[config.mk]
export PLATFORM = sky130hd
export DESIGN_NAME = crtc_init_sequencer
export DESIGN_NICKNAME = d
export VERILOG_FILES = /design/src/rtl/crtc_init_sequencer.sv
export SDC_FILE = /design/constraint.sdc
export NUM_CORES = 1
export LEC_CHECK = 0
export ABC_AREA = 1
export CAP_MARGIN = 40
export CORE_MARGIN = 1.5
export CORE_UTILIZATION = 45
export DETAILED_ROUTE_END_ITERATION = 8
export PLACE_DENSITY = 0.78
export SLEW_MARGIN = 0
export SYNTH_ARGS = -nofsm -noshare
export SYNTH_HDL_FRONTEND = slang
export SYNTH_SLANG_ARGS = --single-unit
[constraint.sdc]
create_clock -name sys_clock_i -period 2.9 [get_ports sys_clock_i]
set_input_delay 0.725 -clock sys_clock_i [delete_from_list [all_inputs] [get_ports sys_clock_i]]
set_output_delay 0.725 -clock sys_clock_i [all_outputs]
set_load 0.05 [all_outputs]
[src/rtl/crtc_init_sequencer.sv]
// crtc_init_sequencer: writes a 40/80-column timing preset into the CRTC over the CPU-shared port.
// Define CRTC_SEQ_RESTORE_AR_EN to rewrite the CPU's last address-register value after the sequence.
module crtc_init_sequencer (
    input  logic       sys_clock_i,
    input  logic       reset_i,
    input  logic       wr_strobe_i,
    input  logic       start_i,
    input  logic       mode_i,
    input  logic       cpu_cs_i,
    input  logic       cpu_rw_ni,
    input  logic       cpu_rs_i,
    input  logic [7:0] cpu_data_i,
    output logic       crtc_wr_strobe_o,
    output logic       crtc_cs_o,
    output logic       crtc_rw_no,
    output logic       crtc_rs_o,
    output logic [7:0] crtc_data_o,
    output logic       busy_o,
    output logic       done_o
);
    typedef enum logic [2:0] {IDLE, ADDR, DATA, RESTORE, DONE} state_t;
    state_t     state_q, state_d;
    logic [3:0] idx_q, idx_d;
    logic       mode_q, mode_d;
    logic       slot, land, cpu_aw;
    logic [3:0] reg_num;
    logic [7:0] preset, seq_data, ar_data;
    assign slot   = state_q == ADDR || state_q == DATA || state_q == RESTORE;
    assign land   = slot && wr_strobe_i && !cpu_cs_i;
    assign cpu_aw = wr_strobe_i && cpu_cs_i && !cpu_rs_i && !cpu_rw_ni;
`ifdef CRTC_SEQ_RESTORE_AR_EN
    localparam state_t LAST = RESTORE;
    logic [4:0] ar_q, ar_d;
    always_comb ar_d = cpu_aw ? cpu_data_i[4:0] : ar_q;
    always_ff @(posedge sys_clock_i or posedge reset_i)
        if (reset_i) ar_q <= 5'd0;
        else         ar_q <= ar_d;
    assign ar_data = {3'd0, ar_q};
`else
    localparam state_t LAST = DONE;
    assign ar_data = 8'd0;
`endif
    // Entry list R0..R7, R9, R12, R13 and both presets
    always_comb begin
        reg_num = idx_q;
        case (idx_q)
            4'd0:    preset = mode_q ? 8'd49  : 8'd63;
            4'd1:    preset = 8'd40;
            4'd2:    preset = mode_q ? 8'd41  : 8'd48;
            4'd3:    preset = mode_q ? 8'h0F  : 8'h01;
            4'd4:    preset = 8'd32;
            4'd5:    preset = mode_q ? 8'd3   : 8'd5;
            4'd6:    preset = 8'd25;
            4'd7:    preset = mode_q ? 8'd29  : 8'd28;
            4'd8:    begin reg_num = 4'd9;  preset = mode_q ? 8'd9 : 8'd7; end
            4'd9:    begin reg_num = 4'd12; preset = 8'h10; end
            default: begin reg_num = 4'd13; preset = 8'h00; end
        endcase
    end
    always_ff @(posedge sys_clock_i or posedge reset_i)
        if (reset_i) begin
            state_q <= IDLE;
            idx_q   <= 4'd0;
            mode_q  <= 1'b0;
        end else begin
            state_q <= state_d;
            idx_q   <= idx_d;
            mode_q  <= mode_d;
        end
    always_comb begin
        state_d = state_q;
        idx_d   = idx_q;
        mode_d  = mode_q;
        case (state_q)
            IDLE:    if (start_i) begin
                         state_d = ADDR;
                         idx_d   = 4'd0;
                         mode_d  = mode_i;
                     end
            ADDR:    if (land) state_d = DATA;
            DATA:    if (land) begin
                         state_d = idx_q == 4'd10 ? LAST : ADDR;
                         idx_d   = idx_q + 4'd1;
                     end else if (cpu_aw) state_d = ADDR; // CPU moved the AR: reissue our address
            RESTORE: if (land) state_d = DONE;
            default: state_d = IDLE;
        endcase
    end
    always_comb begin
        seq_data         = state_q == ADDR ? {4'd0, reg_num} : state_q == DATA ? preset : ar_data;
        busy_o           = slot;
        done_o           = state_q == DONE;
        crtc_wr_strobe_o = wr_strobe_i && (cpu_cs_i || slot);
        crtc_cs_o        = cpu_cs_i || land;
        crtc_rw_no       = cpu_cs_i ? cpu_rw_ni : !land;
        crtc_rs_o        = land ? state_q == DATA : cpu_rs_i;
        crtc_data_o      = land ? seq_data : cpu_data_i;
    end
endmodule

==> flow_metrics.env, run 1 <==
export IMPL_reg2reg_depth=9
export IMPL_power_density_nw_per_um2=721
export IMPL_dp_hpwl_um=2160
export IMPL_peakVddDrop_mv=0.573
export IMPL_grt_total_usage_pct=22.1
export IMPL_drcViolationCount=0
export IMPL_timing_final_hold_violations=0
export IMPL_crit_slowest_cell="clkdlybuf4s50_1"
export IMPL_crit_cells=6
export IMPL_cts_hold_buffers=0
export IMPL_tightest_slew_ns=0.517
export IMPL_die_x_um=49.5
export IMPL_endpoint_kind="output port"
export IMPL_routedWlPerCell_um=11.7
export IMPL_cp_required_ns=2.17
export IMPL_fin_setup_tns_ns=0
export IMPL_slew_violations=0
export IMPL_final_nets=210
export IMPL_overflow=0
export IMPL_period_minus_slack_ns=2.77
export IMPL_first_iter_violations=20
export IMPL_rsz0062_at_grt="false"
export IMPL_p_leak_nw=0.727
export IMPL_synth_nets=177
export IMPL_synth_async_reset_ratio_pct=100
export IMPL_start_util_pct=48.6
export IMPL_cpPeakStageDelay_ns=0.55
export IMPL_max_cap_violations=0
export IMPL_setup_viol=0
export IMPL_synth_enable_flop_cells=0
export IMPL_core_um2=2000
export IMPL_insertion_delay_ns=0.25
export IMPL_vias=1094
export IMPL_globalplace_congestion=0.911
export IMPL_viasPerCell=5.09
export IMPL_path_buf_inv=3
export IMPL_synth_top_family_by_area="simple AND/OR/NAND/NOR gates"
export IMPL_slew_headroom_pct=65.4
export IMPL_grt_first_pass_wirelength_um=4310
export IMPL_ant_nets=0
export IMPL_critPathCapture="crtc_data_o[3]"
export IMPL_synth_flop_cell="dfrtp_1"
export IMPL_synthMuxAreaShare_pct=0
export IMPL_rows=16
export IMPL_antenna_found_initial=0
export IMPL_crit_fanout=9
export IMPL_cts_sinks=8
export IMPL_critPathKind="input port to output port"
export IMPL_hold_path_class="flop to flop"
export IMPL_syn2layout_area_growth_pct=46.8
export IMPL_htreeDepth=1
export IMPL_ios=30
export IMPL_synthCells=157
export IMPL_synth_cell_types=28
export IMPL_ys_seq_area_share_pct=20.6
export IMPL_synth_simple_area_share_pct=45.6
export IMPL_start_kind="input port"
export IMPL_numCtsBuffers=3
export IMPL_place_area_um2=1410
export IMPL_ys_ff_latch=8
export IMPL_port_buffers=29
export IMPL_path_clk_slew_ns=0.05
export IMPL_die_area_um2=2450
export IMPL_layout_common_cells="42 x nand2_1, 23 x inv_1, 17 x clkdlybuf4s50_1"
export IMPL_synth_area_um2=972
export IMPL_cp_top_family="buffers and inverters"
export IMPL_r2r_slack_ns=1.45
export IMPL_worstReg2RegStart="state_q[2]$_DFFE_PP0P_"
export IMPL_drt_wl_total_um=2520
export IMPL_synthesis_yosys_warnings=0
export IMPL_r2r_end="idx_q[2]$_DFFE_PP0P_"
export IMPL_final_common_cell="nand2_1"
export IMPL_die_h_um=49.5
export IMPL_clock_path_buffers=2
export IMPL_synth_compound_gate_area_share_pct=14.9
export IMPL_grt_max_degree=11
export IMPL_max_freq_mhz=361
export IMPL_syn_avg_cell_area_um2=6.19
export IMPL_drive_gt1_share_pct=19.1
export IMPL_cts_tree="yes"
export IMPL_diodes=0
export IMPL_skew_ns=0.00222
export IMPL_dr_pass1_iters=5
export IMPL_cp_startpoint="wr_strobe_i"
export IMPL_synth_fa_ha_area_share_pct=5.15
export IMPL_post_cts_buffers=0
export IMPL_worstPathArrival_ns=2.04
export IMPL_root_buffer="clkbuf_4"
export IMPL_status="completed"
export IMPL_synthXorXnorAreaFrac_pct=1.80
export IMPL_crit_path_cell_trace="clkdlybuf4s50_1 -> nand3_4 -> buf_4 -> a22oi_1 -> nand2_1 -> buf_12"
export IMPL_grt_pass1_vias=1026
export IMPL_cts_resized=0
export IMPL_stdcell_area_um2=1430
export IMPL_fin_crit_sh_pct=95.5
==> worst reg2reg max path, cell delays in order, from the launching register on <==
cell	delay (ns)
dfrtp_1	0.40
inv_1	0.13
nand2_2	0.12
nand2_4	0.11
nand3_4	0.08
inv_2	0.11
nand2_2	0.11
nand2_4	0.12
nand3_1	0.08
o21ai_1	0.10
==> power breakdown <==
group / internal (mW) / switching [mW] / leakage [nW]
Combinational: 0.292 / 0.470 / 0.608
Clock: 0.0473 / 0.0372 / 0.0138
Sequential: 0.139 / 0.0440 / 0.105
Total: 0.478 / 0.551 / 0.727
==> state kept, by name, indices dropped and copies added (netlist names) <==
signal   cells
idx_q        4
mode_q       1
state_q      3
==> routing by layer <==
layer	global-route usage, %	up-vias	share of wire, %
met5	0	-	0
met4	6.02	0	0.32
met3	2.73	2	4.4
met2	38.5	33	51
met1	28.7	492	44
li1	-	567	-
==> cells in the mapped netlist, types with 4 or more instances <==
cell	number	area share, %
ha_1	4	5.1
nand3_1	13	6.7
a21oi_1	6	3.1
nand2_2	5	3.2
o21ai_1	5	2.6
nor3_1	6	3.1
o21ai_0	10	5.1
dfrtp_1	8	21
nand2_1	42	16
nor2_1	10	3.9
inv_1	23	8.9
==> worst min-delay path by stage <==
| stage | start | end | slack (ns) | cells after the start |
|---|---|---|---|---|
| 2_1_floorplan | reset_i | idx_q[0]$_DFFE_PP0P_ | 0.54 | 1 |
| 3_3_place_gp | state_q[1]$_DFFE_PP0P_ | state_q[1]$_DFFE_PP0P_ | 0.64 | 2 |
| 3_5_place_dp | state_q[1]$_DFFE_PP0P_ | state_q[1]$_DFFE_PP0P_ | 0.66 | 2 |
| 4_1_cts | state_q[1]$_DFFE_PP0P_ | state_q[1]$_DFFE_PP0P_ | 0.66 | 2 |
| 5_1_grt | state_q[1]$_DFFE_PP0P_ | state_q[1]$_DFFE_PP0P_ | 0.69 | 2 |
| 6_report | state_q[1]$_DFFE_PP0P_ | state_q[1]$_DFFE_PP0P_ | 0.67 | 2 |
==> final cells by class <==
type / instances / area, um2
fillers: 169 / 574
repair buffers: 30 / 418
inverters: 26 / 97.6
flip-flops and latches: 8 / 200
well taps: 27 / 33.8
multi-input cells: 121 / 656
clock buffers: 3 / 22.5
==> kinds of logic after synthesis <==
| logic type | Yosys count |
|---|---|
| adder cells (fa/ha/maj) | 4 |
| flip-flops | 8 |
| AND/OR/NAND/NOR | 89 |
| buffers and inverters | 28 |
| AO/OA/AOI/OAI | 26 |
| XOR/XNOR | 2 |
==> stage by stage <==
step           cells  power, mW  setup slack (ns)  util (%)  hold slack, ns
2_1_floorplan    157      0.666             0.148         -           0.541
3_3_place_gp     212      0.926             0.166      70.2           0.641
3_5_place_dp     212      0.942             0.119      70.2           0.655
4_1_cts          215       1.03             0.120      71.3           0.662
5_1_grt          215       1.10            0.0117      71.3           0.688
6_report         215       1.03             0.131      71.3           0.667
No activity file was read; power rests on OpenSTA's default activity.
==> run 2, diff against run 1 <==
--- a/config.mk
+++ b/config.mk
@@ -6,10 +6,12 @@
 export NUM_CORES = 1
 export LEC_CHECK = 0
 export ABC_AREA = 1
+export ABC_CLOCK_PERIOD_IN_PS = 2900
 export CAP_MARGIN = 40
 export CORE_MARGIN = 1.5
 export CORE_UTILIZATION = 45
 export DETAILED_ROUTE_END_ITERATION = 8
+export HOLD_SLACK_MARGIN = 0.05
 export PLACE_DENSITY = 0.78
 export SLEW_MARGIN = 0
 export SYNTH_ARGS = -nofsm -noshare
==> results of run 2 <==
Final layout, timing and power as in run 1 (identical DEF).
==> run 3, diff against run 2 <==
--- a/config.mk
+++ b/config.mk
@@ -6,8 +6,8 @@
 export NUM_CORES = 1
 export LEC_CHECK = 0
 export ABC_AREA = 1
-export ABC_CLOCK_PERIOD_IN_PS = 2900
-export CAP_MARGIN = 40
+export ABC_CLOCK_PERIOD_IN_PS = 3540
+export CAP_MARGIN = 20
 export CORE_MARGIN = 1.5
 export CORE_UTILIZATION = 45
 export DETAILED_ROUTE_END_ITERATION = 8
==> constraint.sdc (replaced) <==
create_clock -name sys_clock_i -period 3.54 [get_ports sys_clock_i]
set_input_delay 0.885 -clock sys_clock_i [delete_from_list [all_inputs] [get_ports sys_clock_i]]
set_output_delay 0.885 -clock sys_clock_i [all_outputs]
set_load 0.01 [all_outputs]
==> flow_metrics.env, run 3 (same netlist as run 1, synthesis figures left out) <==
export IMPL_n_fill_cell=179
export IMPL_diodes=0
export IMPL_largest_register="idx_q"
export IMPL_die_h_um=49.5
export IMPL_first_iter_violations=34
export IMPL_cpPeakStageDelay_ns=0.53
export IMPL_cts_tree="yes"
export IMPL_insertion_delay_ns=0.25
export IMPL_place_area_um2=1280
export IMPL_max_cap_violations=0
export IMPL_period_minus_slack_ns=3.39
export IMPL_grt_first_pass_wirelength_um=4000
export IMPL_slew_headroom_pct=80.6
export IMPL_slew_violations=0
export IMPL_crit_fanout=6
export IMPL_syn2layout_area_growth_pct=34.5
export IMPL_ant_nets=0
export IMPL_rows=16
export IMPL_timing_final_hold_violations=0
export IMPL_grt_pass1_vias=982
export IMPL_endpoint_kind="output port"
export IMPL_cp_startpoint="cpu_cs_i"
export IMPL_crit_slowest_cell="clkdlybuf4s50_1"
export IMPL_worstPathArrival_ns=2.51
export IMPL_final_common_cell="nand2_1"
export IMPL_drcViolationCount=0
export IMPL_fin_setup_tns_ns=0
export IMPL_stdcell_area_um2=1310
export IMPL_fin_crit_sh_pct=95.9
export IMPL_crit_top_cell="clkdlybuf4s50_1"
export IMPL_hold_path_class="flop to flop"
export IMPL_antenna_found_initial=0
export IMPL_tightest_slew_ns=0.289
export IMPL_rsz0062_at_grt="false"
export IMPL_max_freq_mhz=295
export IMPL_fin_util_pct=65.3
export IMPL_cts_sinks=8
export IMPL_root_buffer="clkbuf_4"
export IMPL_largest_reg_flops=4
export IMPL_start_kind="input port"
export IMPL_final_nets=210
export IMPL_globalplace_congestion=0.928
export IMPL_drt_wl_total_um=2330
export IMPL_peakVddDrop_mv=0.393
export IMPL_dp_hpwl_um=1890
export IMPL_critPathKind="input port to output port"
export IMPL_layout_common_cells="42 x nand2_1, 29 x clkdlybuf4s50_1, 23 x inv_1"
export IMPL_viasPerCell=5.02
export IMPL_die_area_um2=2450
export IMPL_p_leak_nw=0.661
export IMPL_post_cts_buffers=0
export IMPL_status="completed"
export IMPL_path_clk_slew_ns=0.05
export IMPL_reg_top3="idx_q (4), state_q (3), mode_q (1)"
export IMPL_cts_hold_buffers=0
export IMPL_numCtsBuffers=3
export IMPL_total_power_uw=654
export IMPL_port_buffers=29
export IMPL_power_density_nw_per_um2=500
export IMPL_dr_pass1_iters=4
export IMPL_worstHoldStart="state_q[1]$_DFFE_PP0P_"
export IMPL_vias=1079
export IMPL_ios=30
export IMPL_grt_total_usage_pct=20.1
export IMPL_path_buf_inv=3
export IMPL_routedWlPerCell_um=10.8
export IMPL_whs_ns=0.655
export IMPL_setup_viol=0
export IMPL_drive_gt1_share_pct=12.8
export IMPL_grt_max_degree=11
export IMPL_htreeDepth=1
export IMPL_core_um2=2000
export IMPL_crit_path_cell_trace="clkdlybuf4s50_1 -> inv_1 -> nand3_4 -> nor3_1 -> a22oi_1 -> nand2_1 -> clkdlybuf4s50_1"
export IMPL_overflow=0
export IMPL_worstReg2RegStart="state_q[2]$_DFFE_PP0P_"
export IMPL_skew_ns=0.00617
export IMPL_cp_top_family="buffers and inverters"
export IMPL_die_x_um=49.5
export IMPL_clock_path_buffers=2
export IMPL_start_util_pct=48.6
export IMPL_cp_required_ns=2.65
export IMPL_cts_resized=0
-- run 3: cell count changes in the layout (fill, tap and decap cells not counted) --
cell             before  now
o21ai_1               7    5
clkdlybuf4s50_1      17   29
buf_12               12    0
o21ai_0               8   10
-- run 3: report_power, final --
group,switching [mW],internal [mW],total [mW],leakage [nW]
Clock,0.0296,0.0387,0.0683,0.0138
Sequential,0.0364,0.114,0.151,0.105
Combinational,0.253,0.183,0.436,0.542
-- run 3: per-stage QoR --
stage          setup WS, ns  std cells
6_report              0.145        215
5_1_grt              0.0259        215
4_1_cts               0.154        215
3_5_place_dp          0.156        212
3_3_place_gp          0.185        212
2_1_floorplan          1.11        157
-- run 3: cell type report --
cell class | count | area [um2] | area share (%)
clock buffer | 3 | 22.5 | 1.72
inverter | 26 | 97.6 | 7.46
multi-input combinational | 121 | 656 | 50.1
sequential | 8 | 200 | 15.3
tap | 27 | 33.8 | 2.58
timing repair buffer | 30 | 298 | 22.8
-- run 3: worst paths after layout --
path | cells past startpoint | endpoint | slack (ns)
setup / recovery | 7 | crtc_data_o[3] | 0.15
hold / removal | 2 | state_q[1]$_DFFE_PP0P_ | 0.66
setup reg to reg | 9 | idx_q[0]$_DFFE_PP0P_ | 2.10
hold reg to reg | 2 | state_q[1]$_DFFE_PP0P_ | 0.66
max in group asynchronous | 2 | idx_q[3]$_DFFE_PP0P_ | 2.44
min in group asynchronous | 2 | state_q[2]$_DFFE_PP0P_ | 0.87
-- run 3: tightest hold or removal path, stage by stage, from the launching register on --
cell and delay, ns:
dfrtp_1 0.44, inv_1 0.10, o21bai_1 0.07
-- run 3: metal layers --
layer / share of wire, % / global-route usage (%) / vias to the layer above
met2: 48 / 34.7 / 27
met3: 3.8 / 1.21 / 2
met5: 0 / 0 / -
met1: 47 / 27.3 / 486
li1: - / - / 564
met4: 0.60 / 5.56 / 0
